**src/rtl/traffic_phase_sequencer.sv**
```systemverilog
// Six-phase main/side traffic controller driving a load/down countdown timer.
// Holds main green until a side vehicle or pedestrian request is pending.
module traffic_phase_sequencer #(
  parameter int COUNT_SIZE  = 7,
  parameter int MAIN_MIN    = 30,
  parameter int SIDE_TIME   = 20,
  parameter int YELLOW_TIME = 4,
  parameter int ALLRED_TIME = 2
) (
  input  logic                  clk,
  input  logic                  rst,
  input  logic                  car_waiting,
  input  logic                  ped_request,
  input  logic [COUNT_SIZE-1:0] tmr_count,
  output logic                  tmr_load,
  output logic [COUNT_SIZE-1:0] tmr_load_val,
  output logic                  tmr_down,
  output logic [2:0]            main_light,
  output logic [2:0]            side_light,
  output logic                  walk,
  output logic [2:0]            phase
);

  typedef enum logic [2:0] {
    MAIN_GREEN  = 3'd0,
    MAIN_YELLOW = 3'd1,
    ALLRED_A    = 3'd2,
    SIDE_GREEN  = 3'd3,
    SIDE_YELLOW = 3'd4,
    ALLRED_B    = 3'd5
  } state_t;

  localparam logic [COUNT_SIZE-1:0] MAIN_V   = COUNT_SIZE'(MAIN_MIN);
  localparam logic [COUNT_SIZE-1:0] SIDE_V   = COUNT_SIZE'(SIDE_TIME);
  localparam logic [COUNT_SIZE-1:0] YELLOW_V = COUNT_SIZE'(YELLOW_TIME);
  localparam logic [COUNT_SIZE-1:0] ALLRED_V = COUNT_SIZE'(ALLRED_TIME);

  state_t state;
  state_t nxt;
  logic   entry;
  logic   ped_pending;
  logic   walk_q;
  logic   expiry;
  logic   enter_side;
  logic   leave_side;

  // the load cycle still shows the previous phase's zero, so mask it
  assign expiry     = !entry && (tmr_count == '0);
  assign enter_side = (nxt == SIDE_GREEN) && (state != SIDE_GREEN);
  assign leave_side = (state == SIDE_GREEN) && (nxt != SIDE_GREEN);

  // next phase: main green waits for a request, the rest advance on expiry
  always_comb begin
    nxt = state;
    case (state)
      MAIN_GREEN:
        if (expiry && (car_waiting || ped_pending)) nxt = MAIN_YELLOW;
      MAIN_YELLOW: if (expiry) nxt = ALLRED_A;
      ALLRED_A:    if (expiry) nxt = SIDE_GREEN;
      SIDE_GREEN:  if (expiry) nxt = SIDE_YELLOW;
      SIDE_YELLOW: if (expiry) nxt = ALLRED_B;
      ALLRED_B:    if (expiry) nxt = MAIN_GREEN;
      default:     nxt = ALLRED_B;
    endcase
  end

  // phase, entry flag, pending pedestrian request and walk registers
  always_ff @(posedge clk or negedge rst) begin
    if (!rst) begin
      state       <= ALLRED_B;
      entry       <= 1'b1;
      ped_pending <= 1'b0;
      walk_q      <= 1'b0;
    end else begin
      state <= nxt;
      entry <= (nxt != state);
      if (ped_request)
        ped_pending <= 1'b1;
      else if (enter_side)
        ped_pending <= 1'b0;
      if (enter_side)
        walk_q <= ped_pending | ped_request;
      else if (leave_side || state != SIDE_GREEN)
        walk_q <= 1'b0;
    end
  end

  // timer handshake and light decode from the registered phase
  always_comb begin
    tmr_load     = entry;
    tmr_down     = !entry;
    tmr_load_val = ALLRED_V;
    main_light   = 3'b100;
    side_light   = 3'b100;
    case (state)
      MAIN_GREEN:  begin tmr_load_val = MAIN_V;   main_light = 3'b001; end
      MAIN_YELLOW: begin tmr_load_val = YELLOW_V; main_light = 3'b010; end
      SIDE_GREEN:  begin tmr_load_val = SIDE_V;   side_light = 3'b001; end
      SIDE_YELLOW: begin tmr_load_val = YELLOW_V; side_light = 3'b010; end
      default:     tmr_load_val = ALLRED_V;
    endcase
  end

  assign walk  = walk_q;
  assign phase = state;

endmodule

```
**config.mk**
```make
export PLATFORM = sky130hd
export DESIGN_NAME = traffic_phase_sequencer
export DESIGN_NICKNAME = d
export VERILOG_FILES = /design/src/rtl/traffic_phase_sequencer.sv
export SDC_FILE = /design/constraint.sdc
export NUM_CORES = 1
export LEC_CHECK = 0
export BUFFER_PORTS_ARGS = -buffer_cell sky130_fd_sc_hd__buf_2
export CORE_AREA = 5 5 42 44
export DETAILED_ROUTE_END_ITERATION = 12
export DIE_AREA = 0 0 47 49
export PLACE_DENSITY = 0.67
export SLEW_MARGIN = 15
export SYNTH_ARGS = -nofsm -noshare
export SYNTH_HDL_FRONTEND = slang
export SYNTH_SLANG_ARGS = --single-unit
```
**constraint.sdc**
```tcl
create_clock -name clk -period 1.7 [get_ports clk]
set_input_delay 0.255 -clock clk [delete_from_list [all_inputs] [get_ports clk]]
set_output_delay 0.255 -clock clk [all_outputs]
set_load 0.005 [all_outputs]
```
# After elaboration in Yosys (flattened, before gate mapping)
# Index checks and enable logic that the tools add are counted.
[totals] regBits=6 in_bits=11 out_inout_bits=19 wordCells=40
[classes] n_eq_ne=9 mux=14 bitwise_logic=1 reduce_logical=12
[op_table] operator="$mux 3" count=6
[op_table] operator="$pmux 3 s6" count=1
[op_table] operator="$pmux 5 s3" count=1
[op_table] operator="$pmux 3 s2" count=2
[op_table] operator="$eq 3x2->1 const B" count=3
[op_table] operator="$logic_not 7->1" count=1
[op_table] operator="$eq 3x3->1 const B" count=2
[op_table] operator="$ne 3x2->1 const B" count=2
[op_table] operator="$logic_and 1x1->1" count=4
[op_table] operator="$mux 1" count=4
[op_table] operator="$reduce_bool 2->1" count=2
[op_table] operator="$eq 3x1->1 const B" count=1
[op_table] operator="$logic_not 3->1" count=1
[op_table] operator="$ne 3x3->1" count=1
[op_table] operator="$logic_or 1x1->1" count=2
[op_table] operator="$reduce_or 2->1" count=1
[op_table] operator="$logic_not 1->1" count=1
[op_table] operator="$or 1x1->1" count=1

# Logic depth before layout (Yosys ltp)
# Gate-level depths: netlist of the first run.
[depth] word_depth=10 ltp_mapped=4 ltp_nobuf=3

# Least setup slack after synthesis of the first run
# No wires, ideal clock.
[synth_path] path_type="reg2out" startpoint="register state[2] (netlist: phase[2])" endpoint="output port side_light[2]" t_arrival_ps=1261 required_time_ps=1445 path_slack_ps=184 path_stages_with_launch=5 path_buffers=1 path_cell_list="dfstp_2 > clkbuf_1 > inv_1 > nor3_1 > nor2_1"
[synth_via] elab_chain_cells=2 elab_cells_between_ends=3
[synth_lines] element="start, declared" line_no="38" source="state_t state;"
[synth_lines] element="start signal, assigned" line_no="75" source="state <= nxt;"
[synth_lines] element="$eq 3x3->1 / $eq 3x2->1 (equally long branches)" line_no="95" source="case (state)"
[synth_lines] element="$pmux 3 s2 (*)" line_no="95"
[synth_lines] element="end, declared" line_no="19" source="output logic [2:0] side_light,"
# Mark *: on every way between the ends. The rest lies on a longest branch, timed or not.

# Worst setup path in the final report of the first run
[layout_path] startpoint="register state[0] (netlist: phase[0])" endpoint="output port side_light[2]"
# The elaborated chain is that of the path after synthesis.

==> impl_metrics.csv, run 1 <==
group,metric,value,unit
clocking,clk_latency,250,ps
critical_path,cp_max_fo,7,
layout,final_net_count,93,
global_route,antenna_found_initial,0,
yosys,synth_edf_count,0,
outcome,status,"finished, final reports clean",
critical_path,start_kind,"flop",
critical_path,critPathTopFamily,"flip-flops",
floorplan,pin_count,30,
worst_hold_path,hold_depth,2,
yosys,synthAdderAreaFrac,0,
detailed_routing,num_vias,452,
pwr,intPower,406.6,µW
yosys,ys_seq_area_frac,0.3455,
layout,antenna_cells,0,
clocking,cts-buffers-inserted,3,
placed_design,globalplace.congestion,0.7471,
sta,fmax,0.6356,GHz
critical_path,cpMaxStageDelayCell,"dfstp_2",
global_route,grt_pass1_wl,1745,µm
critical_path,required,1440,ps
yosys,synth-main-ff-cell,"dfstp_2",
critical_path,timing.rr.end,"phase[2]",
floorplan,start_util,0.3179,
yosys,yosys.area_share.simple,0.2921,
global_route,grt_pass1_vias,410,
sta,finalSetupViolations,0,
clocking,clk_path_buf_depth,2,
critical_path,max_stage_delay,610,ps
floorplan,core_area,1401,µm²
critical_path,reg2reg_from,"tmr_load",
worst_hold_path,min_from,"ped_request",
detailed_routing,drt_wl_total,1142,µm
floorplan,die_area,2303,µm²
yosys,synth_cell_type_count,26,
critical_path,rrSetupSlack,300,ps
sta,hold_viol_final,0,
pwr,p_per_area,969.5,nW/µm²
yosys,ys_ff_latch,6,
layout,syn_to_final_growth,46.35,%
layout,drive_gt1_frac,0.5679,
critical_path,cp-end-kind,"output port",
sta,setup_tns,0,ps
pwr,power_frac_comb,0.441,
detailed_routing,dr.first_iter.drc_count,8,
clocking,clock-root-buffer,"clkbuf_4",
detailed_routing,route.detailed.drc,0,
pwr,pwr-share-seq,0.333,
yosys,ys_warn_count,0,
global_route,grt.overflow.total,0,
sta,layout_min_cycle_time,1573,ps
yosys,post_synth_mux_area_share,0.07865,
yosys,avgSynthCellArea,9.090,µm²
detailed_routing,vias_per_cell,4.660,
worst_hold_path,hold_class,"in2reg",
yosys,syn-cell-area,445.4,µm²
floorplan,rows,14,
yosys,async_reset_ff_frac,1.000,
detailed_routing,ant_nets,0,
yosys,synth_compound_area_frac,0.1348,
placed_design,io_buffers,26,
critical_path,r2r_cells,3,
critical_path,cp_cell_sequence,"inv_1 > nor2_1 > nor2_1 > buf_2",
sta,rsz0062_at_grt,"no",
global_route,grt_usage,0.1011,
global_route,grt_max_degree,12,
sta,hold_slack,207.2,ps
job,maxCapViolations,0,
critical_path,critPathKind,"reg2out",
pwr,sw_frac_of_total,0.3567,
clocking,tritoncts,"built",
critical_path,startpoint,"phase[0]",
sta,skew,11.31,ps
worst_hold_path,hold_end,"ped_pending",
critical_path,path_buf_inv,2,
sta,drv_slew,0,
sta,fin_crit_sh,0.9255,
clocking,clkSinkCount,6,
detailed_routing,drtPass1Iterations,4,
placed_design,dp_hpwl,862.2,µm
critical_path,worstPathArrival,1320,ps
pwr,ir_worst_vdd,0.0004688,V
yosys,synth_xor_area_frac,0.01966,
critical_path,cp_common_cell,"nor2_1",
floorplan,die_x,47,µm
pwr,p_leak,0.0003197,µW
clocking,htreeDepth,1,
floorplan,die_h,49,µm
yosys,synth_cells,49,
pwr,p_sw,225.4,µW
yosys,synth_top_family_by_area,"simple AND/OR/NAND/NOR gates",
clocking,path_clk_slew,50,ps
pwr,power_frac_clock,0.227,
detailed_routing,wl_per_cell,11.77,µm
==> power by group through the flow <==
stage | combinational [µW] | sequential (µW) | clock [µW]
floorplan | 160 | 179 | 0
finish | 279 | 210 | 143
detailed placement | 217 | 218 | 0
CTS | 221 | 218 | 149
global route | 311 | 215 | 153
global placement | 216 | 217 | 0
==> worst max-delay path by stage <==
stage	depth (start not counted)	slack, ps	endpoint
after floorplan	4	180	side_light[2]
after global placement	4	260	side_light[2]
after detailed placement	4	220	side_light[2]
after CTS	4	30	side_light[2]
after global routing	4	4	side_light[2]
final	4	130	side_light[2]
==> state kept, by name, indices dropped and copies added (netlist names) <==
register	flops
phase	3
ped_pending	1
tmr_load	1
walk	1
==> placed cells by master, fill, tap and decap left out, drive strengths merged, types with 2 or more instances in the layout <==
master,count
mux2i,2
conb,3
nor2,6
o2111ai,2
nand2,3
buf,31
inv,3
a21oi,4
a21o,2
dfrtp,3
nor4,2
clkbuf,5
dfstp,3
==> final cells by class <==
cell class,instances,area (µm²)
repair buffers,33,182.7
flip-flops and latches,6,155.1
inverters,3,11.26
clock buffers,4,26.28
multi-input cells,35,256.5
fillers,151,749.5
well taps,16,20.02
==> worst reg2reg max path, cell delays in order (launching register included) <==
cell,delay [ps]
dfstp_2,380
nor4_4,460
nand3_2,160
mux2_4,310
==> synthesized netlist by cell type, types with 2 or more instances <==
master | instances | share of area
o2111ai_1 | 2 | 0.039
buf_4 | 4 | 0.067
nor4_4 | 2 | 0.096
a21oi_1 | 4 | 0.045
inv_1 | 3 | 0.025
clkbuf_1 | 2 | 0.017
nand2_1 | 3 | 0.025
mux2i_1 | 2 | 0.045
nor2_1 | 6 | 0.051
dfstp_2 | 3 | 0.18
dfrtp_1 | 3 | 0.17
==> logic make-up after synthesis <==
group | count (synthesis)
mux | 3
flops | 6
xor+xnor | 1
other cells | 1
simple gates | 19
compound gates | 9
buf+inv | 10
==> layer usage <==
layer / vias to the layer above / GRT usage / part of all wire
li1: 226 / - / -
met1: 197 / 0.1425 / 0.43
met2: 29 / 0.1380 / 0.43
met3: 0 / 0.03321 / 0.15
met4: 0 / 0.04147 / 0
met5: - / 0 / 0
==> stage by stage <==
step | total power (µW) | setup slack, ps | cell area [µm²] | util | cells
detailed placement | 434.9 | 216.3 | 568.0 | 0.4054 | 87
CTS | 587.3 | 32.76 | 609.3 | 0.4348 | 92
floorplan | 339.3 | 183.5 | 452.9 | - | 51
global route | 679.3 | 3.599 | 651.9 | 0.4652 | 97
global placement | 433.0 | 258.1 | 568.0 | 0.4054 | 87
finish | 632.0 | 126.6 | 651.9 | 0.4652 | 97
==> timing repair <==
action                     4_1_cts  5_1_grt
setup buffers                    0        5
hold buffers                     1        0
gates resized for setup          1        2
setup endpoints to repair        3        4
hold endpoints to repair         3        0
No activity file was read; power rests on OpenSTA's default activity.
==> run 2: changes to the inputs <==
--- a/config.mk
+++ b/config.mk
@@ -6,11 +6,10 @@
 export NUM_CORES = 1
 export LEC_CHECK = 0
 export BUFFER_PORTS_ARGS = -buffer_cell sky130_fd_sc_hd__buf_2
-export CORE_AREA = 5 5 42 44
+export CORE_MARGIN = 5
+export CORE_UTILIZATION = 25
 export DETAILED_ROUTE_END_ITERATION = 12
-export DIE_AREA = 0 0 47 49
-export PLACE_DENSITY = 0.67
-export SLEW_MARGIN = 15
+export SLEW_MARGIN = 30
 export SYNTH_ARGS = -nofsm -noshare
 export SYNTH_HDL_FRONTEND = slang
 export SYNTH_SLANG_ARGS = --single-unit
==> impl_metrics.csv, run 2 (same netlist as run 1, synthesis figures left out) <==
group,metric,value,unit
layout,final_net_count,93,
detailed_routing,drt_wl_total,1186,µm
detailed_routing,wl_per_cell,11.19,µm
global_route,grt_usage,0.09264,
critical_path,required,1440,ps
detailed_routing,vias_per_cell,4.142,
clocking,clock-root-buffer,"clkbuf_4",
placed_design,dp_hpwl,914.3,µm
floorplan,die_x,52.21,µm
floorplan,start_util,0.2608,
global_route,grt.overflow.total,0,
pwr,power_frac_clock,0.223,
pwr,p_per_area,943.3,nW/µm²
critical_path,cpMaxStageDelayCell,"dfstp_2",
pwr,intPower,405.5,µW
floorplan,die_h,52.21,µm
global_route,grt_max_degree,12,
clocking,htreeDepth,1,
worst_hold_path,hold_class,"in2reg",
layout,fin_util,0.3897,
floorplan,die_area,2726,µm²
sta,fin_crit_sh,0.9422,
pwr,p_leak,0.0003204,µW
critical_path,start_kind,"flop",
sta,layout_min_cycle_time,1602,ps
detailed_routing,highest_layer,"met3",
detailed_routing,wl_met1,560,µm
layout,drive_gt1_frac,0.5679,
floorplan,core_area,1708,µm²
layout,mostFrequentLayoutCells,"buf_2 (26), nor2_1 (6), buf_4 (6), a21oi_1 (4)",
sta,timing.final.ws_setup,98.28,ps
sta,hold_slack,207.6,ps
detailed_routing,route.detailed.drc,0,
detailed_routing,num_vias,439,
clocking,path_clk_slew,50,ps
critical_path,cp-end-kind,"output port",
sta,finalSetupViolations,0,
global_route,grt_pass1_vias,407,
pwr,sw_frac_of_total,0.3541,
pwr,finalPower,627.9,µW
layout,syn_to_final_growth,49.44,%
clocking,clk_latency,240,ps
floorplan,pin_count,30,
sta,skew,7.670,ps
global_route,grt_pass1_wl,1849,µm
outcome,status,"finished, final reports clean",
critical_path,critPathKind,"reg2out",
pwr,pwr-share-seq,0.334,
placed_design,dp_slack,265.9,ps
global_route,antenna_found_initial,0,
layout,layout_commonest_cell,"buf_2",
detailed_routing,drtPass1Iterations,2,
pwr,ir_worst_vdd,0.0004954,V
sta,drv_slew,0,
detailed_routing,dr.first_iter.drc_count,7,
placed_design,globalplace.congestion,0.7399,
sta,hold_viol_final,0,
floorplan,rows,15,
pwr,p_sw,222.3,µW
pwr,power_frac_comb,0.443,
clocking,clkSinkCount,6,
critical_path,worstPathArrival,1350,ps
clocking,clk_path_buf_depth,2,
critical_path,path_buf_inv,2,
detailed_routing,ant_nets,0,
clocking,cts-buffers-inserted,3,
layout,antenna_cells,0,
critical_path,cp_cell_sequence,"buf_4 > or2_2 > nor2_1 > buf_2",
placed_design,io_buffers,26,
detailed_routing,wl_met3,131,µm
layout,largest_reg_flops,3,
sta,fmax,0.6243,GHz
critical_path,critPathTopFamily,"simple AND/OR/NAND/NOR gates",
critical_path,max_stage_delay,400,ps
sta,setup_tns,0,ps
job,maxCapViolations,0,
critical_path,cp_max_fo,8,
detailed_routing,wl_met2,494,µm
clocking,tritoncts,"built",
run 2: cell type report:
| cell class | instances | area (µm²) |
|---|---|---|
| Fill cell | 189 | 1042 |
| Multi-Input combinational cell | 35 | 256.5 |
| Timing Repair Buffer | 33 | 185.2 |
| Sequential cell | 6 | 155.1 |
| Tap cell | 25 | 31.28 |
| Clock buffer | 4 | 26.28 |
| Inverter | 3 | 11.26 |
run 2: path summary, 6_finish.rpt:
kind | start | end | slack, ps | depth (start not counted)
min in group asynchronous | rst | ped_pending | 380 | 2
hold / removal | ped_request | ped_pending | 210 | 2
setup / recovery | phase[2] | main_light[0] | 100 | 4
setup reg to reg | tmr_load | phase[2] | 360 | 3
max in group asynchronous | rst | phase[0] | 1090 | 2
hold reg to reg | ped_pending | ped_pending | 510 | 1
run 2: power by group through the flow:
stage | clock [µW] | combinational, µW | sequential [µW]
final | 140 | 278 | 210
after global routing | 160 | 312 | 215
after CTS | 148 | 229 | 218
after detailed placement | 0 | 224 | 218
after global placement | 0 | 221 | 217
after floorplan | 0 | 160 | 179
run 2: routing by layer:
metal,GRT usage,vias to the layer above
met5,0,-
met4,0.05106,0
met3,0.02849,0
met2,0.1255,23
met1,0.1280,188
li1,-,228
run 2: metrics by stage:
stage          cell area, µm²  std cells
4_1_cts                 628.1        102
3_3_place_gp            586.8         97
6_report                665.6        106
3_5_place_dp            586.8         97
2_1_floorplan           452.9         51
5_1_grt                 665.6        106
run 2: worst register-to-register path: cells and delay by family, from the launching register on:
family           cells  cell delay (ps)
and+or+nand+nor      2              570
DFF                  1              380
muxes                1              310
run 2: timing repair:
action,in CTS,in global routing
endpoints found under the setup margin,1,5
setup buffers,0,4
endpoints found under the hold margin,3,0
hold buffers,1,0
resized for setup,1,2
==> run 3: changes to the inputs <==
--- a/config.mk
+++ b/config.mk
@@ -6,9 +6,10 @@
 export NUM_CORES = 1
 export LEC_CHECK = 0
 export BUFFER_PORTS_ARGS = -buffer_cell sky130_fd_sc_hd__buf_2
-export CORE_MARGIN = 5
-export CORE_UTILIZATION = 25
+export CORE_AREA = 2 2 39 41
 export DETAILED_ROUTE_END_ITERATION = 12
+export DIE_AREA = 0 0 41 43
+export PLACE_DENSITY = 0.72
 export SLEW_MARGIN = 30
 export SYNTH_ARGS = -nofsm -noshare
 export SYNTH_HDL_FRONTEND = slang
==> impl_metrics.csv, run 3 (same netlist as run 1, synthesis figures left out) <==
group,metric,value,unit
pwr,p_leak,0.0003094,µW
clocking,clk_path_buf_depth,2,
sta,timing.final.ws_setup,109.9,ps
job,maxCapViolations,0,
pwr,ir_worst_vdd,0.0003658,V
layout,postLayoutCellArea,630.6,µm²
sta,hold_viol_final,0,
global_route,antenna_found_initial,0,
global_route,grt_pass1_vias,402,
critical_path,cp-end-kind,"output port",
worst_hold_path,hold_depth,2,
detailed_routing,drt_wl_total,1129,µm
critical_path,cpMaxStageDelayCell,"dfstp_2",
critical_path,cp_max_fo,6,
critical_path,reg2reg_from,"tmr_load",
clocking,clk_latency,250,ps
critical_path,startpoint,"phase[2]",
critical_path,critPathTopFamily,"flip-flops",
pwr,p_per_area,980.2,nW/µm²
critical_path,max_stage_delay,580,ps
detailed_routing,drtPass1Iterations,4,
placed_design,placed_cells,87,
critical_path,cp.depth,4,
floorplan,start_util,0.3219,
layout,fillCellCount,154,
floorplan,die_x,41,µm
global_route,grt_max_degree,12,
clocking,path_clk_slew,60,ps
layout,drive_gt1_frac,0.5570,
detailed_routing,route.detailed.drc,0,
floorplan,pin_count,30,
worst_hold_path,hold_class,"in2reg",
critical_path,critPathKind,"reg2out",
layout,largest_reg_flops,3,
critical_path,r2r_cells,3,
detailed_routing,wl_per_cell,11.88,µm
placed_design,dp_slack,247.6,ps
layout,antenna_cells,0,
layout,final_net_count,91,
clocking,tritoncts,"built",
sta,fin_crit_sh,0.9354,
sta,skew,8.691,ps
sta,drv_slew,0,
detailed_routing,ant_nets,0,
detailed_routing,dr.first_iter.drc_count,13,
placed_design,dp_hpwl,778.6,µm
global_route,grt_pass1_wl,1697,µm
placed_design,place_area,568.0,µm²
critical_path,path_buf_inv,2,
critical_path,required,1440,ps
layout,ff_latch_area,155.1,µm²
layout,final_cells,95,
placed_design,io_buffers,26,
sta,rsz0062_at_grt,"no",
clocking,clkSinkCount,6,
floorplan,rows,14,
clocking,cts-buffers-inserted,3,
layout,multi_input_area,250.2,µm²
layout,layout_commonest_cell,"buf_2",
global_route,grt_usage,0.1444,
worst_hold_path,min_from,"ped_request",
outcome,status,"finished, final reports clean",
sta,finalSetupViolations,0,
sta,fmax,0.6289,GHz
placed_design,globalplace.congestion,0.7099,
detailed_routing,vias_per_cell,4.811,
pwr,finalPower,618.1,µW
detailed_routing,num_vias,457,
sta,layout_min_cycle_time,1590,ps
floorplan,die_area,1763,µm²
clocking,htreeDepth,1,
critical_path,cp_cell_sequence,"inv_1 > nor3_2 > nor2_1 > buf_2",
floorplan,core_area,1384,µm²
global_route,grt.overflow.total,0,
layout,syn_to_final_growth,41.57,%
layout,mostFrequentLayoutCells,"buf_2 (26), nor2_1 (6), a21oi_1 (4)",
sta,setup_tns,0,ps
critical_path,start_kind,"flop",
clocking,clock-root-buffer,"clkbuf_4",
floorplan,die_h,43,µm
critical_path,worstPathArrival,1340,ps
==> run 3: area by class of cell <==
type                    instances  area share
well taps                      16     0.03175
clock buffers                   4     0.04167
inverters                       3     0.01786
repair buffers                 31      0.2659
flip-flops and latches          6      0.2460
multi-input cells              35      0.3968
==> run 3: worst paths after layout <==
path,end,slack [ps]
max,side_light[2],110
min,ped_pending,220
max reg2reg,phase[2],260
min reg2reg,ped_pending,530
max in group asynchronous,phase[0],1120
min in group asynchronous,ped_pending,350
==> run 3: per-layer routing <==
| layer | wire length, µm | part of all wire | GRT usage |
|---|---|---|---|
| met1 | 460 | 0.41 | 0.1869 |
| met2 | 549 | 0.49 | 0.2125 |
| met3 | 103 | 0.091 | 0.04712 |
| met4 | 14 | 0.012 | 0.06000 |
| met5 | 0 | 0 | 0 |
==> run 3: what timing repair did <==
item,CTS,global route
gates resized for setup,1,1
hold buffers,1,0
setup endpoints to repair,2,5
endpoints found under the hold margin,3,0
setup buffers,0,3
==> run 3: per-stage QoR <==
step | utilization | hold slack (ps)
after floorplan | - | -40.59
after global placement | 0.4105 | 80.94
after detailed placement | 0.4105 | 85.75
after CTS | 0.4403 | 213.4
after global routing | 0.4557 | 203.0
final | 0.4557 | 218.8
==> run 3: where the power goes <==
group | total, µW | leakage, µW | internal [µW] | switching, µW
combinational | 273 | 0.000228 | 135 | 138
sequential | 196 | 0.0000661 | 169 | 27.0
clock | 149 | 0.0000150 | 89.4 | 59.6
